## src/rtl/pc_fetch_unit.sv

```systemverilog
// pc_fetch_unit: IF stage. Holds the fetch PC, drives the IM address and
// captures the fetched instruction into the IF/ID register. A redirect
// raised while the pipe is stalled is parked in pend_target and replayed
// on the first unstalled edge, so it is never dropped. Delayed-branch
// machine: the instruction fetched in the redirect cycle (delay slot)
// always enters IF/ID.
//
// Ports:
//   clk, reset          rising-edge clock, async active-high reset
//   stall               freeze PC and IF/ID
//   redirect_valid      one-cycle pulse, take redirect_target
//   redirect_target     resolved branch / j / jal / jr target
//   clear_d             load a bubble into IF/ID (wins over stall)
//   instr_f             IM read data for pc_f
//   pc_f                fetch address
//   instr_d, pc_d       IF/ID instruction and PC
//   pc8_d               pc_d + 8 link value
//   valid_d             IF/ID holds a real instruction
//   pend_o              a stalled redirect is waiting
//   misalign_err        sticky, a target with [1:0] != 0 was accepted
module pc_fetch_unit #(
  parameter logic [31:0] RESET_PC = 32'h0000_3000,
  parameter logic [31:0] NOP_WORD = 32'h0000_0000
) (
  input  logic        clk,
  input  logic        reset,
  input  logic        stall,
  input  logic        redirect_valid,
  input  logic [31:0] redirect_target,
  input  logic        clear_d,
  input  logic [31:0] instr_f,
  output logic [31:0] pc_f,
  output logic [31:0] instr_d,
  output logic [31:0] pc_d,
  output logic [31:0] pc8_d,
  output logic        valid_d,
  output logic        pend_o,
  output logic        misalign_err
);

  typedef enum logic {RUN = 1'b0, PEND = 1'b1} state_t;

  state_t      state_q,       state_d;
  logic [31:0] pc_f_q,        pc_f_d;
  logic [31:0] pend_target_q, pend_target_d;
  logic [31:0] instr_d_q,     instr_d_d;
  logic [31:0] pc_d_q,        pc_d_d;
  logic        valid_d_q,     valid_d_d;
  logic        err_q,         err_d;

  logic [31:0] tgt_aligned;
  logic        tgt_misaligned;

  // Word-align every accepted target; the error flag records that it happened.
  assign tgt_aligned    = {redirect_target[31:2], 2'b00};
  assign tgt_misaligned = |redirect_target[1:0];

  // Next-PC and redirect bookkeeping
  always_comb begin
    state_d       = state_q;
    pc_f_d        = pc_f_q;
    pend_target_d = pend_target_q;
    err_d         = err_q;
    if (redirect_valid && tgt_misaligned)
      err_d = 1'b1;
    if (stall) begin
      // Newest redirect seen during the stall wins.
      if (redirect_valid) begin
        pend_target_d = tgt_aligned;
        state_d       = PEND;
      end
    end else begin
      if (redirect_valid) begin
        // Live redirect beats the parked one; drop the parked target.
        pc_f_d        = tgt_aligned;
        pend_target_d = 32'h0;
        state_d       = RUN;
      end else if (state_q == PEND) begin
        pc_f_d  = pend_target_q;
        state_d = RUN;
      end else begin
        pc_f_d = pc_f_q + 32'd4;
      end
    end
  end

  // IF/ID register: clear_d overrides stall here only
  always_comb begin
    instr_d_d = instr_d_q;
    pc_d_d    = pc_d_q;
    valid_d_d = valid_d_q;
    if (clear_d) begin
      instr_d_d = NOP_WORD;
      pc_d_d    = pc_f_q;
      valid_d_d = 1'b0;
    end else if (!stall) begin
      instr_d_d = instr_f;
      pc_d_d    = pc_f_q;
      valid_d_d = 1'b1;
    end
  end

  always_ff @(posedge clk or posedge reset) begin
    if (reset) begin
      state_q       <= RUN;
      pc_f_q        <= RESET_PC;
      pend_target_q <= 32'h0;
      instr_d_q     <= NOP_WORD;
      pc_d_q        <= 32'h0;
      valid_d_q     <= 1'b0;
      err_q         <= 1'b0;
    end else begin
      state_q       <= state_d;
      pc_f_q        <= pc_f_d;
      pend_target_q <= pend_target_d;
      instr_d_q     <= instr_d_d;
      pc_d_q        <= pc_d_d;
      valid_d_q     <= valid_d_d;
      err_q         <= err_d;
    end
  end

  assign pc_f         = pc_f_q;
  assign instr_d      = instr_d_q;
  assign pc_d         = pc_d_q;
  assign pc8_d        = pc_d_q + 32'd8;
  assign valid_d      = valid_d_q;
  assign pend_o       = (state_q == PEND);
  assign misalign_err = err_q;

endmodule
```

## config.mk

```make
export PLATFORM = sky130hd
export DESIGN_NAME = pc_fetch_unit
export DESIGN_NICKNAME = d
export VERILOG_FILES = /design/src/rtl/pc_fetch_unit.sv
export SDC_FILE = /design/constraint.sdc
export NUM_CORES = 1
export LEC_CHECK = 0
export BUFFER_PORTS_ARGS = -buffer_cell sky130_fd_sc_hd__buf_4
export CELL_PAD_IN_SITES_DETAIL_PLACEMENT = 2
export CELL_PAD_IN_SITES_GLOBAL_PLACEMENT = 2
export CORE_ASPECT_RATIO = 2
export CORE_MARGIN = 1.5
export CORE_UTILIZATION = 28
export CTS_CLUSTER_DIAMETER = 200
export DETAILED_ROUTE_END_ITERATION = 6
export PLACE_DENSITY_LB_ADDON = 0.1
export SYNTH_ARGS = -nofsm -noshare
export SYNTH_HDL_FRONTEND = slang
export SYNTH_SLANG_ARGS = --single-unit
```

## constraint.sdc

```tcl
create_clock -name clk -period 3.55 [get_ports clk]
set_input_delay 0.355 -clock clk [delete_from_list [all_inputs] [get_ports clk]]
set_output_delay 0.355 -clock clk [all_outputs]
set_load 0.05 [all_outputs]
```

==> metrics, run 1 <==
Tmin final=around 2.8 ns; post-synthesis mux area share=0.102; post-synthesis adder-cell area fraction=0.00388; antenna violations before repair=0; Slew headroom=0.401; yosys warns=0; vias in the first global route=6607; number of synthesized flops with an enable pin=0; Critical Path Source=pc_d[3]$_DFFE_PP0P_; Pre-antenna DRT Iters=4; clock sinks=about 130; Data required, critical path=3.19 ns; Initial Utilization=0.285; setup_tns=0 ns; RSZ-0062 raised after global routing=false; Reg2Reg Depth=7; crit share post-route=0.787; Slew Limit Fails=0; post-DP HPWL=roughly 16000 um; Port Buf Inserts=~190; first-pass GRT wire length=35500 um; largest net degree at the start of global routing=72; slew at the pin closest to its max-slew limit=0.896 ns; R2R Setup Slk=1.40 ns; CP most frequent cell=buf_4; Final Instance Area=between 8000 and 9000 um^2; most frequent cells in the layout=buf_4 (204), dfrtp_1 (123), nor2_1 (68); clk root buf=clkbuf_16; deepest clock path buffer count=2; Final Hold Fails=0; Routed WL=21700 um; Final nets=between 900 and 1000; synthesized cell area=roughly 6400 um^2; commonest non-fill, non-tap cell in the layout=buf_4; Worst path depth=8; switching pwr=approximately 0.0019 W; Synth Area in Simple Gates=0.171; Synth async-reset ratio=1.00; via count=5785; CP startpoint kind=flip-flop; drc violations=0; Fillers=approximately 2500; CTS Buf Count=17; WL per Instance=roughly 19 um; H-tree depth=4; Gate power share=0.298; Placed Area=8140 um^2; # rows=about 80; Clock power frac=0.347; peak fanout along the critical path=7; Sequential Area=roughly 3100 um^2; Critical Path Sink=pc8_d[27]; delay-heaviest family, CP=simple AND/OR/NAND/NOR gates; Gate Count Post-Synth=around 670; CP peak stage delay=around 0.44 ns; post-route ant nets=0; area delta synth->final=35.6%; terminus of the critical flop-to-flop path=pc_f[14]$_DFFE_PP0N_; CORE AREA=about 23000 um^2; Skew-Pair Late Insertion Delay=roughly 0.43 ns; #FFs+latches synth=roughly 130; Pint=0.00317 W; layout cells sized above 1=0.321; Starting DRT DRC Count=about 230; reg-to-reg critical path startpoint=pc_f[2]$_DFFE_PP0N_; clock skew=around 0.0074 ns; sequential fraction of design power=0.355; maximum vdd drop=roughly 0.29 mV; DIE WIDTH=110 um; Via-to-Cell Ratio=just over 5; largest family of logic cells by synthesized area=simple AND/OR/NAND/NOR gates; Die Y=between 200 and 250 um; Final GP Congestion=approximately 0.72; CP cell instances=ha_1 > nand3_1 > nor4_2 > buf_4 > and2_1 > nand4_1 > xnor2_1 > buf_4; type of the worst setup path=reg2out; Final Power=between 0.005 and 0.006 W; Reg clk slew, reported paths=~0.06 ns; max cap viols=0; GR Util All Layers=0.193; Buf+Inv Stages, Crit Path=2; sw frac=0.371; Primary FF master, synth=dfrtp_1; synthesized area per cell=roughly 9.6 um^2; CP arrival=2.44 ns; CTS tree=built; hold crit path type=in2reg; CTS-repair resized insts=0; register area share after synthesis=0.486; max frequency=~360 MHz; setup violators final=0; die area=between 20000 and 25000 um^2; total gr overflow=0; Synth Area in Compound Gates=0.126; I/O pin count=200; library cells used by synthesis=55; CP max-delay cell=dfrtp_1; status=finished clean; Leakage=roughly 4.1 nW; PwrDens=just under 600 nW/um^2; multi-input combinational cell area=2960 um^2; post-synthesis xor/xnor area fraction=0.0517; Crit. End Element=output port; ANT cells=0
-- cell type report --
type / instances / share of cell area
Clock inverter: 7 / 0.00974
Clock buffer: 24 / 0.0574
Tap cell: 280 / 0.0401
Inverter: 40 / 0.0176
Timing Repair Buffer: 206 / 0.179
Sequential cell: 125 / 0.358
Multi-Input combinational cell: 463 / 0.338
-- flip-flops by register name (all words and copies together) (netlist names) --
register	count
instr_d	32
pc_d	30
pc_f	30
pend_target_q	30
misalign_err	1
pend_o	1
valid_d	1
-- what timing repair did --
item,CTS,global route
buffers inserted,0,0
hold buffers,1,0
endpoints found under the hold margin,18,0
-- routing by layer --
| layer | share of wire | GRT usage | vias up |
|---|---|---|---|
| met5 | 0 | 0 | - |
| met4 | 0.017 | 0.0662 | 0 |
| met3 | 0.049 | 0.0463 | 23 |
| met2 | 0.56 | 0.364 | 145 |
| met1 | 0.37 | 0.201 | 2917 |
| li1 | - | - | 2700 |
-- worst reg2reg max path, cell delays in order (launching register included) --
cell and delay (ns):
dfrtp_1 0.52, ha_1 0.28, nand4_1 0.18, nor2_1 0.15, buf_4 0.22, and4_2 0.26, o21bai_1 0.06, a221o_1 0.36
-- stage by stage --
step | hold slack, ns | util | cells | worst slack (ns)
3_3_place_gp | 0.399 | 0.360 | 1113 | 1.27
2_1_floorplan | 0.485 | - | 677 | 0.408
3_5_place_dp | 0.406 | 0.360 | 1113 | 1.17
5_1_grt | 0.161 | 0.386 | 1145 | 0.551
6_report | 0.165 | 0.386 | 1145 | 0.757
4_1_cts | 0.145 | 0.386 | 1145 | 0.698
-- synthesized netlist by cell type (2+ instances only) --
cell type	instances	area [um^2]
nand4_1	13	81.3
and4_4	2	22.5
dfrtp_1	123	3080
clkbuf_1	29	109
and3_2	2	15.0
a31oi_1	4	25.0
xnor2_1	25	219
nand4b_1	2	17.5
a41oi_1	3	26.3
mux2_2	27	304
dfstp_2	2	52.6
o21ai_0	66	330
a211oi_1	3	22.5
a21oi_1	24	120
mux2i_1	35	350
ha_1	2	25.0
and4_1	7	61.3
a22oi_1	15	113
nor4_2	2	25.0
nand2_1	36	135
nor2_1	68	255
o22ai_1	3	18.8
and2_2	2	15.0
and3_1	5	31.3
o221ai_1	4	35.0
buf_2	4	20.0
inv_1	40	150
nand3_1	59	295
nor3_1	3	15.0
buf_1	7	26.3
nor2b_1	7	43.8
nand2b_1	2	12.5
o32ai_1	2	17.5
buf_4	7	52.6
xor2_1	13	114
o211ai_1	5	37.5
-- how the worst min path moves through the flow --
stage                         from                      to  slack [ns]  cells after the start
6_report                instr_f[1]  instr_d[1]$_DFFE_PP0P_        0.17                      3
5_1_grt                 instr_f[1]  instr_d[1]$_DFFE_PP0P_        0.16                      3
4_1_cts                 instr_f[1]  instr_d[1]$_DFFE_PP0P_        0.15                      3
3_5_place_dp                 reset    pc_d[31]$_DFFE_PP0P_        0.41                      2
3_3_place_gp                 reset    pc_d[31]$_DFFE_PP0P_        0.40                      2
2_1_floorplan  redirect_target[15]    pc_f[15]$_DFFE_PP0N_        0.48                      2
-- power groups by stage --
| stage | Combinational [W] | Clock, W | Sequential, W |
|---|---|---|---|
| floorplan | 0.000610 | 0 | 0.00218 |
| global placement | 0.00149 | 0 | 0.00180 |
| detailed placement | 0.00152 | 0 | 0.00182 |
| CTS | 0.00153 | 0.00181 | 0.00179 |
| global route | 0.00160 | 0.00185 | 0.00182 |
| finish | 0.00150 | 0.00175 | 0.00179 |
-- cells by family after synthesis --
| logic type | after synthesis |
|---|---|
| adders and majority gates | 2 |
| DFF | 125 |
| muxes | 62 |
| other | 1 |
| xor gates and xnor gates | 38 |
| and+or+nand+nor | 218 |
| buffers and inverters | 89 |
| AOI/OAI and AO/OA | 137 |
Note: power is estimated with default switching activity, not from simulation.
==> inputs of run 2 (changes only) <==
Clock period 3.55 ns to 2.4 ns, I/O delays scaled along.
==> run 2 against run 1 <==
  * Clock power up 57%
  * Via count grew 3.3%
  * Highest routed layer unchanged
  * Flip-flop and latch count unchanged
  * Largest cell class is now multi-input combinational cells
  * Sequential share of layout area is 2.0 points lower
  * The flow now finishes with violations (negative setup slack)
  * Non-clock buffer count up 36
  * Cell area rose by 6.6%
  * Critical endpoint unchanged
  * Critical path depth down 1
  * Worst setup slack got worse by 0.76 ns
  * First-iteration DRC count shrank 11%
  * Worst hold slack worse by 0.12 ns
  * Total power increased by 56%
==> metrics, run 2 (synthesis results as in run 1) <==
sequential fraction of design power=0.337 (was 0.355); Hold EP=instr_d[27]$_DFFE_PP0P_ (was instr_d[1]$_DFFE_PP0P_); Data required, critical path=2.16 ns (was 3.19 ns); Crit. End Element=output port (unchanged); Gate power share=0.312 (was 0.298); Slew headroom=0.590 (was 0.401); CTS tree=built (unchanged); Final nets=960 (was 924); delay-heaviest family, CP=simple AND/OR/NAND/NOR gates (unchanged); antenna violations before repair=0 (unchanged); Pint=0.00496 W (was 0.00317 W); Min-Delay Startpoint=instr_f[27] (was instr_f[1]); met3 Track Usage GR=0.0508 (was 0.0463); max frequency=about 420 MHz; CP cell instances=nand3_4 > nor4_4 > buf_4 > and2_4 > nand4_1 > xnor2_4 > buf_6 (was ha_1 > nand3_1 > nor4_2 > buf_4 > and2_1 > nand4_1 > xnor2_1 > buf_4); Slew Limit Fails=0 (unchanged); slew at the pin closest to its max-slew limit=0.614 ns (was 0.896 ns); vias in the first global route=6584 (was 6607); status=finished with violations (was finished clean); peak fanout along the critical path=5 (was 7); CP max-delay cell=dfrtp_2 (was dfrtp_1); Buf+Inv Stages, Crit Path=2 (unchanged); GR peak layer=met2 (unchanged); dpl cells=1125 (was 1113); most frequent cells in the layout=buf_4 (229), dfrtp_1 (107), nor2_1 (68) (was buf_4 (204), dfrtp_1 (123), nor2_1 (68)); hold crit path type=in2reg (unchanged); WL per Instance=19.3 um (was 19.0 um); die area=24000 um^2 (unchanged); maximum vdd drop=0.426 mV (was 0.286 mV); ANT cells=0 (unchanged); PwrDens=843 nW/um^2 (was 577 nW/um^2); I/O pin count=200 (unchanged); post-DP HPWL=16900 um (was 16200 um); Reg2Reg Depth=7 (unchanged); Skew-Pair Late Insertion Delay=0.43 ns (about the same); Pre-antenna DRT Iters=7 (was 4); CP peak stage delay=0.42 ns (was 0.44 ns); CORE AREA=22600 um^2 (unchanged); RSZ-0062 raised after global routing=true (was false); sw frac=0.368 (was 0.371); largest net degree at the start of global routing=99 (was 72); final worst slack=-0.00515 ns (was 0.757 ns); Final GP Congestion=0.753 (was 0.725); CP startpoint kind=flip-flop (unchanged); setup violators final=1 (was 0); drc violations=0 (unchanged); Leakage=4.38 nW (was 4.08 nW); via count=5976 (was 5785); hold_ws=0.0449 ns (was 0.165 ns); layout cells sized above 1=0.392 (was 0.321); Final Hold Fails=0 (unchanged); max cap viols=0 (unchanged); deepest clock path buffer count=2 (unchanged); post-route ant nets=0 (unchanged); area delta synth->final=44.6% (was 35.6%); Port Buf Inserts=193 (unchanged); # rows=78 (unchanged); Via-to-Cell Ratio=5.06 (was 5.05); commonest non-fill, non-tap cell in the layout=buf_4 (unchanged); Die Y=218 um (unchanged); CP arrival=2.17 ns (was 2.44 ns); Clock power frac=0.351 (was 0.347); Routed WL=22800 um (was 21700 um); failing checks=negative setup slack; switching pwr=0.00289 W (was 0.00187 W); final cell count without fillers=1182 (was 1145); clock sinks=125 (unchanged); Initial Utilization=0.285 (unchanged); reg-to-reg critical path startpoint=pc_f[2]$_DFFE_PP0N_ (unchanged); clk root buf=clkbuf_16 (unchanged); total gr overflow=0 (unchanged); DIE WIDTH=110 um (unchanged); R2R Setup Slk=0.30 ns (was 1.40 ns); Fillers=2529 (was 2505); Largest register FFs=32 (unchanged); clock skew=0.00588 ns (was 0.00740 ns); Tmin final=about 2.4 ns; Starting DRT DRC Count=205 (was 231); crit share post-route=1.00; terminus of the critical flop-to-flop path=pc_f[14]$_DFFE_PP0N_ (unchanged); type of the worst setup path=reg2out (unchanged); GR Util All Layers=0.197 (was 0.193); met2 usage=0.366 (was 0.364); Reg clk slew, reported paths=0.06 ns (about the same); Placed Area=8390 um^2 (was 8140 um^2); H-tree depth=4 (unchanged); Final Instance Area=9320 um^2 (was 8740 um^2); CTS Buf Count=17 (unchanged); first-pass GRT wire length=35800 um (was 35500 um); M1 GR Usage=0.208 (was 0.201); Hold Path Depth=3 (unchanged)
run 2: cell types whose count changed in the layout (fill, tap and decap cells not counted), sizes merged:
cell      change
clkinvlp      +4
clkinv        -2
bufinv        +2
buf          +36
clkbuf        -3
run 2: cell type report:
type / count / area (um^2) / area share
sequential: 125 / 3150 / 0.338
clock buffer: 21 / 460 / 0.0494
clock inverter: 11 / 165 / 0.0177
timing repair buffer: 242 / 1870 / 0.201
inverter: 40 / 154 / 0.0165
tap: 280 / 350 / 0.0376
multi-input combinational: 463 / 3160 / 0.339
run 2: power by group through the flow:
stage,Combinational (W),Clock [W],Sequential [W]
finish,0.00245,0.00275,0.00264
global route,0.00260,0.00291,0.00268
CTS,0.00242,0.00283,0.00264
detailed placement,0.00233,0,0.00269
global placement,0.00228,0,0.00266
floorplan,0.000933,0,0.00325
run 2: what timing repair did:
| action | CTS | global route |
|---|---|---|
| hold buffers | 1 | 0 |
| endpoints found under the setup margin | 12 | 13 |
| pin swaps | 6 | 7 |
| buffers inserted | 11 | 13 |
| hold endpoints to repair | 27 | 0 |
| resized for setup | 21 | 10 |
run 2: how the worst max path moves through the flow:
| stage | startpoint | depth (start not counted) | slack (ns) | endpoint |
|---|---|---|---|---|
| 2_1_floorplan | pc_d[12]$_DFFE_PP0P_ | 4 | -0.27 | pc8_d[28] |
| 3_3_place_gp | pc_d[3]$_DFFE_PP0P_ | 7 | 0.20 | pc8_d[27] |
| 3_5_place_dp | pc_d[3]$_DFFE_PP0P_ | 7 | 0.15 | pc8_d[27] |
| 4_1_cts | pc_d[4]$_DFFE_PP0P_ | 8 | -0.06 | pc8_d[27] |
| 5_1_grt | pc_d[10]$_DFFE_PP0P_ | 7 | -0.10 | pc8_d[27] |
| 6_report | pc_d[14]$_DFFE_PP0P_ | 7 | -0.005 | pc8_d[27] |
run 2: worst min-delay path, cell delays in order:
cell,delay [ns]
buf_4,0.07
mux2i_1,0.05
nor2_1,0.07
run 2: through the flow:
stage	setup WS (ns)	total power (W)	TNS [ns]	util
4_1_cts	-0.0553	0.00790	-0.0553	0.405
3_3_place_gp	0.202	0.00494	0	0.370
5_1_grt	-0.102	0.00820	-0.209	0.411
2_1_floorplan	-0.272	0.00419	-0.314	-
3_5_place_dp	0.146	0.00502	0	0.370
6_report	-0.00515	0.00785	-0.00515	0.411
run 2: layer usage:
| metal | part of all wire | vias up |
|---|---|---|
| li1 | - | 2781 |
| met1 | 0.37 | 3006 |
| met2 | 0.56 | 164 |
| met3 | 0.050 | 25 |
| met4 | 0.019 | 0 |
| met5 | 0 | - |
